`src/rtl/uart_prog_loader.sv`:
```
// uart_prog_loader: write side of the UART programmer. Parses
//   SYNC_BYTE, target, CNT_L, CNT_H, CNT x 4-byte words (MSB first)
// from the UART RX byte stream and issues one write strobe per word to the
// instruction (target 0) or data (target 1) memory.
//
// Optional feature macro: UPG_TIMEOUT_EN. When defined, an inter-byte gap of
// TIMEOUT_CYC cycles inside a packet aborts it into the error state.
//
// Ports:
//   clock       system clock, posedge
//   reset       asynchronous, active-high
//   rx_valid_i  1-cycle strobe, rx_data_i holds a received byte
//   rx_data_i   received byte
//   upg_wen_o   1-cycle memory write strobe
//   upg_adr_o   {target, word address}
//   upg_dat_o   write data
//   upg_done_o  last packet fully written, memories released to the CPU
//   err_o       sticky error flag (bad target, count overflow, timeout)
module uart_prog_loader #(
    parameter int unsigned ADDR_W      = 14,
    parameter logic [7:0]  SYNC_BYTE   = 8'hA5,
    parameter int unsigned TIMEOUT_CYC = 2000000
) (
    input  logic              clock,
    input  logic              reset,
    input  logic              rx_valid_i,
    input  logic [7:0]        rx_data_i,
    output logic              upg_wen_o,
    output logic [ADDR_W:0]   upg_adr_o,
    output logic [31:0]       upg_dat_o,
    output logic              upg_done_o,
    output logic              err_o
);

    // Largest legal word count: one full memory.
    localparam logic [16:0] MAX_CNT = 17'(1) << ADDR_W;

    typedef enum logic [2:0] {
        S_IDLE, S_TGT, S_LEN0, S_LEN1, S_DATA, S_FIN, S_ERR
    } state_e;

    state_e              state_q, state_d;
    logic                tgt_q, tgt_d;
    logic [7:0]          cnt_lo_q, cnt_lo_d;
    logic [15:0]         rem_q, rem_d;
    logic [1:0]          byte_idx_q, byte_idx_d;
    logic [23:0]         asm_q, asm_d;
    logic [ADDR_W-1:0]   word_addr_q, word_addr_d;
    logic                wen_q, wen_d;
    logic [ADDR_W:0]     adr_q, adr_d;
    logic [31:0]         dat_q, dat_d;
    logic                done_q, done_d;
    logic                err_q, err_d;
    logic [15:0]         cnt_c;
    logic                hdr_c;

    // A zero timeout would abort every packet; no logic is generated for it.
    if (TIMEOUT_CYC == 0) begin : g_timeout_zero_unsupported
    end

`ifdef UPG_TIMEOUT_EN
    localparam int unsigned GAP_W = $clog2(TIMEOUT_CYC + 1);
    logic [GAP_W-1:0] gap_q, gap_d;
`endif

    // Full word count as seen while CNT_H is on the bus.
    assign cnt_c = {rx_data_i, cnt_lo_q};
    // Header acceptance; FIN behaves as IDLE so a byte in that cycle is not lost.
    assign hdr_c = rx_valid_i && (rx_data_i == SYNC_BYTE) &&
                   (state_q == S_IDLE || state_q == S_ERR || state_q == S_FIN);

    // Next-state and output logic.
    always_comb begin
        state_d     = state_q;
        tgt_d       = tgt_q;
        cnt_lo_d    = cnt_lo_q;
        rem_d       = rem_q;
        byte_idx_d  = byte_idx_q;
        asm_d       = asm_q;
        word_addr_d = word_addr_q;
        wen_d       = 1'b0;
        adr_d       = adr_q;
        dat_d       = dat_q;
        done_d      = done_q;
        err_d       = err_q;

        // Address advances in the cycle after the strobe.
        if (wen_q) begin
            word_addr_d = word_addr_q + ADDR_W'(1);
        end

        case (state_q)
            S_TGT: begin
                if (rx_valid_i) begin
                    if (rx_data_i == 8'h00 || rx_data_i == 8'h01) begin
                        tgt_d   = rx_data_i[0];
                        state_d = S_LEN0;
                    end else begin
                        err_d   = 1'b1;
                        state_d = S_ERR;
                    end
                end
            end
            S_LEN0: begin
                if (rx_valid_i) begin
                    cnt_lo_d = rx_data_i;
                    state_d  = S_LEN1;
                end
            end
            S_LEN1: begin
                if (rx_valid_i) begin
                    if ({1'b0, cnt_c} > MAX_CNT) begin
                        err_d   = 1'b1;
                        state_d = S_ERR;
                    end else if (cnt_c == 16'd0) begin
                        state_d = S_FIN;
                    end else begin
                        rem_d      = cnt_c;
                        byte_idx_d = 2'd0;
                        state_d    = S_DATA;
                    end
                end
            end
            S_DATA: begin
                if (rx_valid_i) begin
                    asm_d      = {asm_q[15:0], rx_data_i};
                    byte_idx_d = byte_idx_q + 2'd1;
                    if (byte_idx_q == 2'd3) begin
                        wen_d = 1'b1;
                        dat_d = {asm_q, rx_data_i};
                        adr_d = {tgt_q, word_addr_q};
                        rem_d = rem_q - 16'd1;
                        if (rem_q == 16'd1) begin
                            state_d = S_FIN;
                        end
                    end
                end
            end
            S_FIN: begin
                done_d  = 1'b1;
                state_d = S_IDLE;
            end
            default: ;
        endcase

        // New packet: overrides FIN's done and any sticky error.
        if (hdr_c) begin
            state_d     = S_TGT;
            done_d      = 1'b0;
            err_d       = 1'b0;
            word_addr_d = '0;
            byte_idx_d  = 2'd0;
        end

`ifdef UPG_TIMEOUT_EN
        gap_d = '0;
        if (state_q == S_TGT || state_q == S_LEN0 ||
            state_q == S_LEN1 || state_q == S_DATA) begin
            if (!rx_valid_i) begin
                gap_d = gap_q + GAP_W'(1);
                if (gap_q == GAP_W'(TIMEOUT_CYC - 1)) begin
                    gap_d   = '0;
                    err_d   = 1'b1;
                    state_d = S_ERR;
                end
            end
        end
`endif
    end

    // State and output registers.
    always_ff @(posedge clock or posedge reset) begin
        if (reset) begin
            state_q     <= S_IDLE;
            tgt_q       <= 1'b0;
            cnt_lo_q    <= '0;
            rem_q       <= '0;
            byte_idx_q  <= '0;
            asm_q       <= '0;
            word_addr_q <= '0;
            wen_q       <= 1'b0;
            adr_q       <= '0;
            dat_q       <= '0;
            done_q      <= 1'b0;
            err_q       <= 1'b0;
        end else begin
            state_q     <= state_d;
            tgt_q       <= tgt_d;
            cnt_lo_q    <= cnt_lo_d;
            rem_q       <= rem_d;
            byte_idx_q  <= byte_idx_d;
            asm_q       <= asm_d;
            word_addr_q <= word_addr_d;
            wen_q       <= wen_d;
            adr_q       <= adr_d;
            dat_q       <= dat_d;
            done_q      <= done_d;
            err_q       <= err_d;
        end
    end

`ifdef UPG_TIMEOUT_EN
    // Inter-byte gap counter.
    always_ff @(posedge clock or posedge reset) begin
        if (reset) begin
            gap_q <= '0;
        end else begin
            gap_q <= gap_d;
        end
    end
`endif

    assign upg_wen_o  = wen_q;
    assign upg_adr_o  = adr_q;
    assign upg_dat_o  = dat_q;
    assign upg_done_o = done_q;
    assign err_o      = err_q;

endmodule
```
`config.mk`:
```
export PLATFORM = sky130hd
export DESIGN_NAME = uart_prog_loader
export DESIGN_NICKNAME = d
export VERILOG_FILES = /design/src/rtl/uart_prog_loader.sv
export SDC_FILE = /design/constraint.sdc
export NUM_CORES = 1
export LEC_CHECK = 0
export ABC_AREA = 1
export CAP_MARGIN = 0
export CORE_ASPECT_RATIO = 1.5
export CORE_MARGIN = 5
export CORE_UTILIZATION = 61
export CTS_CLUSTER_DIAMETER = 150
export DETAILED_ROUTE_END_ITERATION = 6
export HOLD_SLACK_MARGIN = 0.08
export PLACE_DENSITY = 0.95
export SLEW_MARGIN = 15
export SYNTH_ARGS = -nofsm -noshare
export SYNTH_HDL_FRONTEND = slang
export SYNTH_SLANG_ARGS = --single-unit
```
`constraint.sdc`:
```
create_clock -name clock -period 6 [get_ports clock]
set_input_delay 1.2 -clock clock [delete_from_list [all_inputs] [get_ports clock]]
set_output_delay 1.2 -clock clock [all_outputs]
set_load 0.005 [all_outputs]
```
# Word level (Yosys, flattened, before mapping)
# Cells that the tools add are included.
[op_classes]
n_addsub = 3
order_cmp = 1
eq_ne = 25
muxes = 36
n_reduce_logical = 22
[ops]
columns = ["operator", "count"]
rows = [
  ["16-bit 2-to-1 mux", 5],
  ["16-bit one-hot mux with 2 select lines", 1],
  ["3-bit inequality test (second input constant)", 10],
  ["14-bit 2-to-1 mux", 2],
  ["3-bit 2-to-1 mux", 8],
  ["16-bit by 1-bit equality test with 1-bit output (second input constant)", 1],
  ["16-bit by 15-bit > comparator with 1-bit output (second input constant)", 1],
  ["16-bit zero test", 1],
  ["16-bit by 1-bit subtractor with 16-bit output (second input constant)", 1],
  ["3-bit one-hot mux with 5 select lines", 1],
  ["14-bit by 1-bit adder with 14-bit output (second input constant)", 1],
  ["2-bit 2-to-1 mux", 6],
  ["1-bit 2-to-1 mux", 11],
  ["2-bit inequality test (second input constant)", 5],
  ["5-bit AND reduction", 2],
  ["3-bit equality test (second input constant)", 3],
  ["8-bit by 1-bit equality test with 1-bit output (second input constant)", 1],
  ["8-bit equality test (second input constant)", 1],
  ["8-bit zero test", 1],
  ["7-bit AND reduction", 1],
  ["3-bit by 2-bit equality test with 1-bit output (second input constant)", 2],
  ["3-bit AND reduction", 2],
  ["6-bit AND reduction", 1],
  ["2-bit nonzero test", 3],
  ["other kinds (11)", 16],
]
[totals]
regBits = 118
in_bits = 11
output_inout_bits = 50

# Longest topological paths before layout
[depth]
ltp_word = 6
mapped_depth = 12
depth_no_buf = 12

# Least setup slack after synthesis
# No wires, ideal clock.
[synth_path]
path_kind = "input-to-reg"
start = "in rx_data_i[1]"
end = "reg rem_q[12]"
arrival_ps = 2146
path_slack_ps = 3728
stages = 9
cell_sequence = "nor2_1 nand2_1 nor2_1 nand2_1 nand3_1 nand2_1 nor2_8 buf_6 o21ai_0"
[synth_between]
elab_chain_len = 3
elab_cells_between_ends = 5
[synth_lines]
columns = ["element", "line", "text"]
rows = [
  ["start, declared", "27", "input logic [7:0] rx_data_i,"],
  ["16-bit by 15-bit > comparator with 1-bit output / 16-bit zero test (equally long branches)", "112, 115", ""],
  ["2-bit inequality test (no source line)", "n/a", ""],
  ["6-bit AND reduction (no source line) (*)", "n/a", ""],
  ["end signal, assigned", "190", "rem_q <= rem_d;"],
  ["end, declared", "45", "logic [15:0] rem_q, rem_d;"],
]
# Every way passes the cells marked *; elsewhere a longest branch is shown, timed or not.
# A chain may end at the register's enable or synchronous reset.

# Worst setup path in the final report
[layout_path]
start = "in rx_valid_i"
end = "reg rem_q[15]"
[layout_between]
elab_chain_len = 2
elab_cells_between_ends = 3
[layout_lines]
columns = ["element", "line", "text"]
rows = [
  ["start, declared", "26", "input logic rx_valid_i,"],
  ["2-bit inequality test (no source line)", "n/a", ""],
  ["6-bit AND reduction (no source line) (*)", "n/a", ""],
]
# Marks and branches as above.

==> impl_metrics.py <==
metrics = {
    "status": {
        "status": "completed",
    },
    "placement": {
        "routabilityCongestion": 0.910,
        "hpwl_mm": 9.90,
        "portBuffers": 60,
    },
    "cts": {
        "path_clk_slew_ps": 60,
        "cts_hold_buf": 0,
        "clock_latency_ps": 430,
        "numCtsBuffers": 17,
        "clkSinkCount": 118,
        "htreeDepth": 4,
        "cts_buffer_depth": 2,
        "cts_setup_buffers": 0,
        "root_buffer": "clkbuf_16",
        "cts.repair.resized": 0,
        "cts_tree": "done",
    },
    "critical_path": {
        "endpoint_kind": "flip-flop",
        "cp-start-kind": "input port",
        "crit_fanout": 59,
        "crit_type": "input port to flip-flop",
        "worst_ep_required_time_ps": 6340,
        "reg2reg_depth": 8,
        "crit_arrival_ps": 3660,
    },
    "detailed_routing": {
        "drtPass1Iterations": 5,
        "dr.first_iter.drc_count": 561,
        "via_per_inst": 5.91,
        "drc": 0,
        "ant_nets": 0,
        "wire_per_inst_microns": 17.5,
        "vias": 5211,
        "wl_mm": 15.4,
    },
    "job": {
        "maxCapViolCount": 0,
    },
    "pwr": {
        "powerDensity_nw_per_um2": 511,
        "vdd_drop_max_uv": 338,
        "p_leak_nw": 3.27,
        "power.total_w": 0.00345,
    },
    "die": {
        "die_h_microns": 126,
        "die_w_microns": 87.6,
        "start_util": 0.625,
        "rows": 42,
        "core_sq_um": 8830,
        "io_pins": 61,
        "dieArea_sq_um": 11100,
    },
    "finish": {
        "fin_util": 0.765,
        "final_layout_size_suffix_gt1_frac": 0.0597,
        "diodes": 0,
        "areaGrowthSynthToFinish_pct": 22.4,
        "multiInputGateArea_sq_um": 2160,
        "layout.nets": 774,
        "n_fill_cell": 575,
        "final-seq-area_sq_um": 2950,
    },
    "timing": {
        "setup-violations-final": 0,
        "fin_crit_ps": 3320,
        "fin_setup_tns_ps": 0,
        "worstMarginPinSlew_ps": 980,
        "finalHoldViolCount": 0,
        "relSlewSlack": 0.346,
        "rsz0062_at_grt": "no",
        "max_freq_mhz": 302,
        "final_max_slew_viol_count": 0,
        "skew_ps": 6.40,
        "finalCritPeriodShare": 0.553,
    },
    "worst_hold_path": {
        "min_delay_path_depth": 2,
        "hp-class": "flip-flop to flip-flop",
    },
    "logic_synthesis": {
        "synth-edff-count": 0,
        "yosysMostFrequentCell": "nand2_1",
        "synthTopCellsByCount": "nand2_1, dfrtp_1, o21ai_0, inv_1, nor2_1",
        "synth_cell_types": 28,
        "synth_cells": 698,
        "ys_seq_elements": 118,
        "syn-cell-area_sq_um": 5510,
        "yosys.area.top_type": "dfrtp_1",
        "netlist.area_leader.share": 0.536,
        "synth_ff_type": "dfrtp_1",
        "synth_fp_nets": 714,
        "synthArstFlopShare": 1.00,
        "synth_area_leaders": "dfrtp_1, nand2_1, o21ai_0, inv_1, nor2_1",
        "yosysSeqAreaShare": 0.536,
        "avgSynthCellArea_sq_um": 7.90,
        "yosysWarnings": 0,
    },
    "grt": {
        "gr-total-overflow": 0,
        "grt_pass1_wl_mm": 25.5,
        "grt_max_degree": 81,
        "track_usage": 0.299,
        "antenna_found_initial": 0,
        "grt_pass1_vias": 5126,
    },
}
## worst max-delay path, stage by stage
cell             delay [ps]
clkdlybuf4s50_1         640
inv_1                   180
nor2_8                  370
nand2_2                 350
buf_4                   420
inv_2                   270
nand2_1                  90
o21ai_1                  90
## where the power goes
group	switching (W)	leakage (nW)	internal (W)
clock network	0.000373	0.275	0.000632
logic	0.000683	1.48	0.000450
registers	0.000231	1.51	0.00108
total	0.00129	3.27	0.00216
## sequential cells by signal (all words and copies together), names as in the netlist, 2 cells and up
signal	count
asm_q	24
byte_idx_q	2
cnt_lo_q	8
rem_q	16
state_q	3
upg_adr_o	15
upg_dat_o	32
word_addr_q	14
## cells by family (layout without fill, tap and decap cells)
family	Yosys count	in the layout	synth area share
fa+ha+maj	5	5	0.0113
simple gates	358	358	0.271
buf+inv	99	172	0.0726
compound gates	117	117	0.108
xor+xnor	1	1	0.00159
flops	118	118	0.536
## worst paths after layout
check / from / endpoint / slack [ps]
worst max-delay path: rx_valid_i / rem_q[15] / 2680
max in group asynchronous: reset / tgt_q / 3550
worst max register to register: state_q[0] / rem_q[15] / 3420
worst min-delay path: asm_q[20] / upg_dat_o[28] / 480
min in group asynchronous: reset / upg_dat_o[18] / 1370
worst min register to register: asm_q[20] / upg_dat_o[28] / 480
## cells in the final DEF, fill, tap and decap left out, types with 9 or more instances in the layout
cell type,instances
o21ai_0,86
clkdlybuf4s50_1,60
nor2_1,56
o21ai_1,13
nor3_1,12
a21oi_1,14
dfrtp_1,118
nand3_1,40
clkbuf_16,17
nand2_1,232
inv_1,73
nand4_1,9
## metal layers
| metal | wire length (microns) | track usage |
|---|---|---|
| met5 | 0 | 0 |
| met4 | 846 | 0.177 |
| met3 | 1180 | 0.0818 |
| met2 | 7710 | 0.472 |
| met1 | 5650 | 0.362 |
## per-stage QoR
step	hold slack (ps)	area [sq um]	std cells	setup WS, ps
3_3_place_gp	450	6160	849	2520
3_5_place_dp	462	6160	849	2380
5_1_grt	503	6750	881	2520
4_1_cts	479	6750	881	2730
6_report	476	6750	881	2680
2_1_floorplan	442	5510	698	1670
## cell type report
class | instances | area share
repair buffers | 62 | 0.0912
multi-input cells | 481 | 0.320
inverters | 78 | 0.0437
flip-flops and latches | 118 | 0.437
clock inverters | 11 | 0.0187
clock buffers | 21 | 0.0682
well taps | 110 | 0.0204
Note: power is estimated with default switching activity, not from simulation.
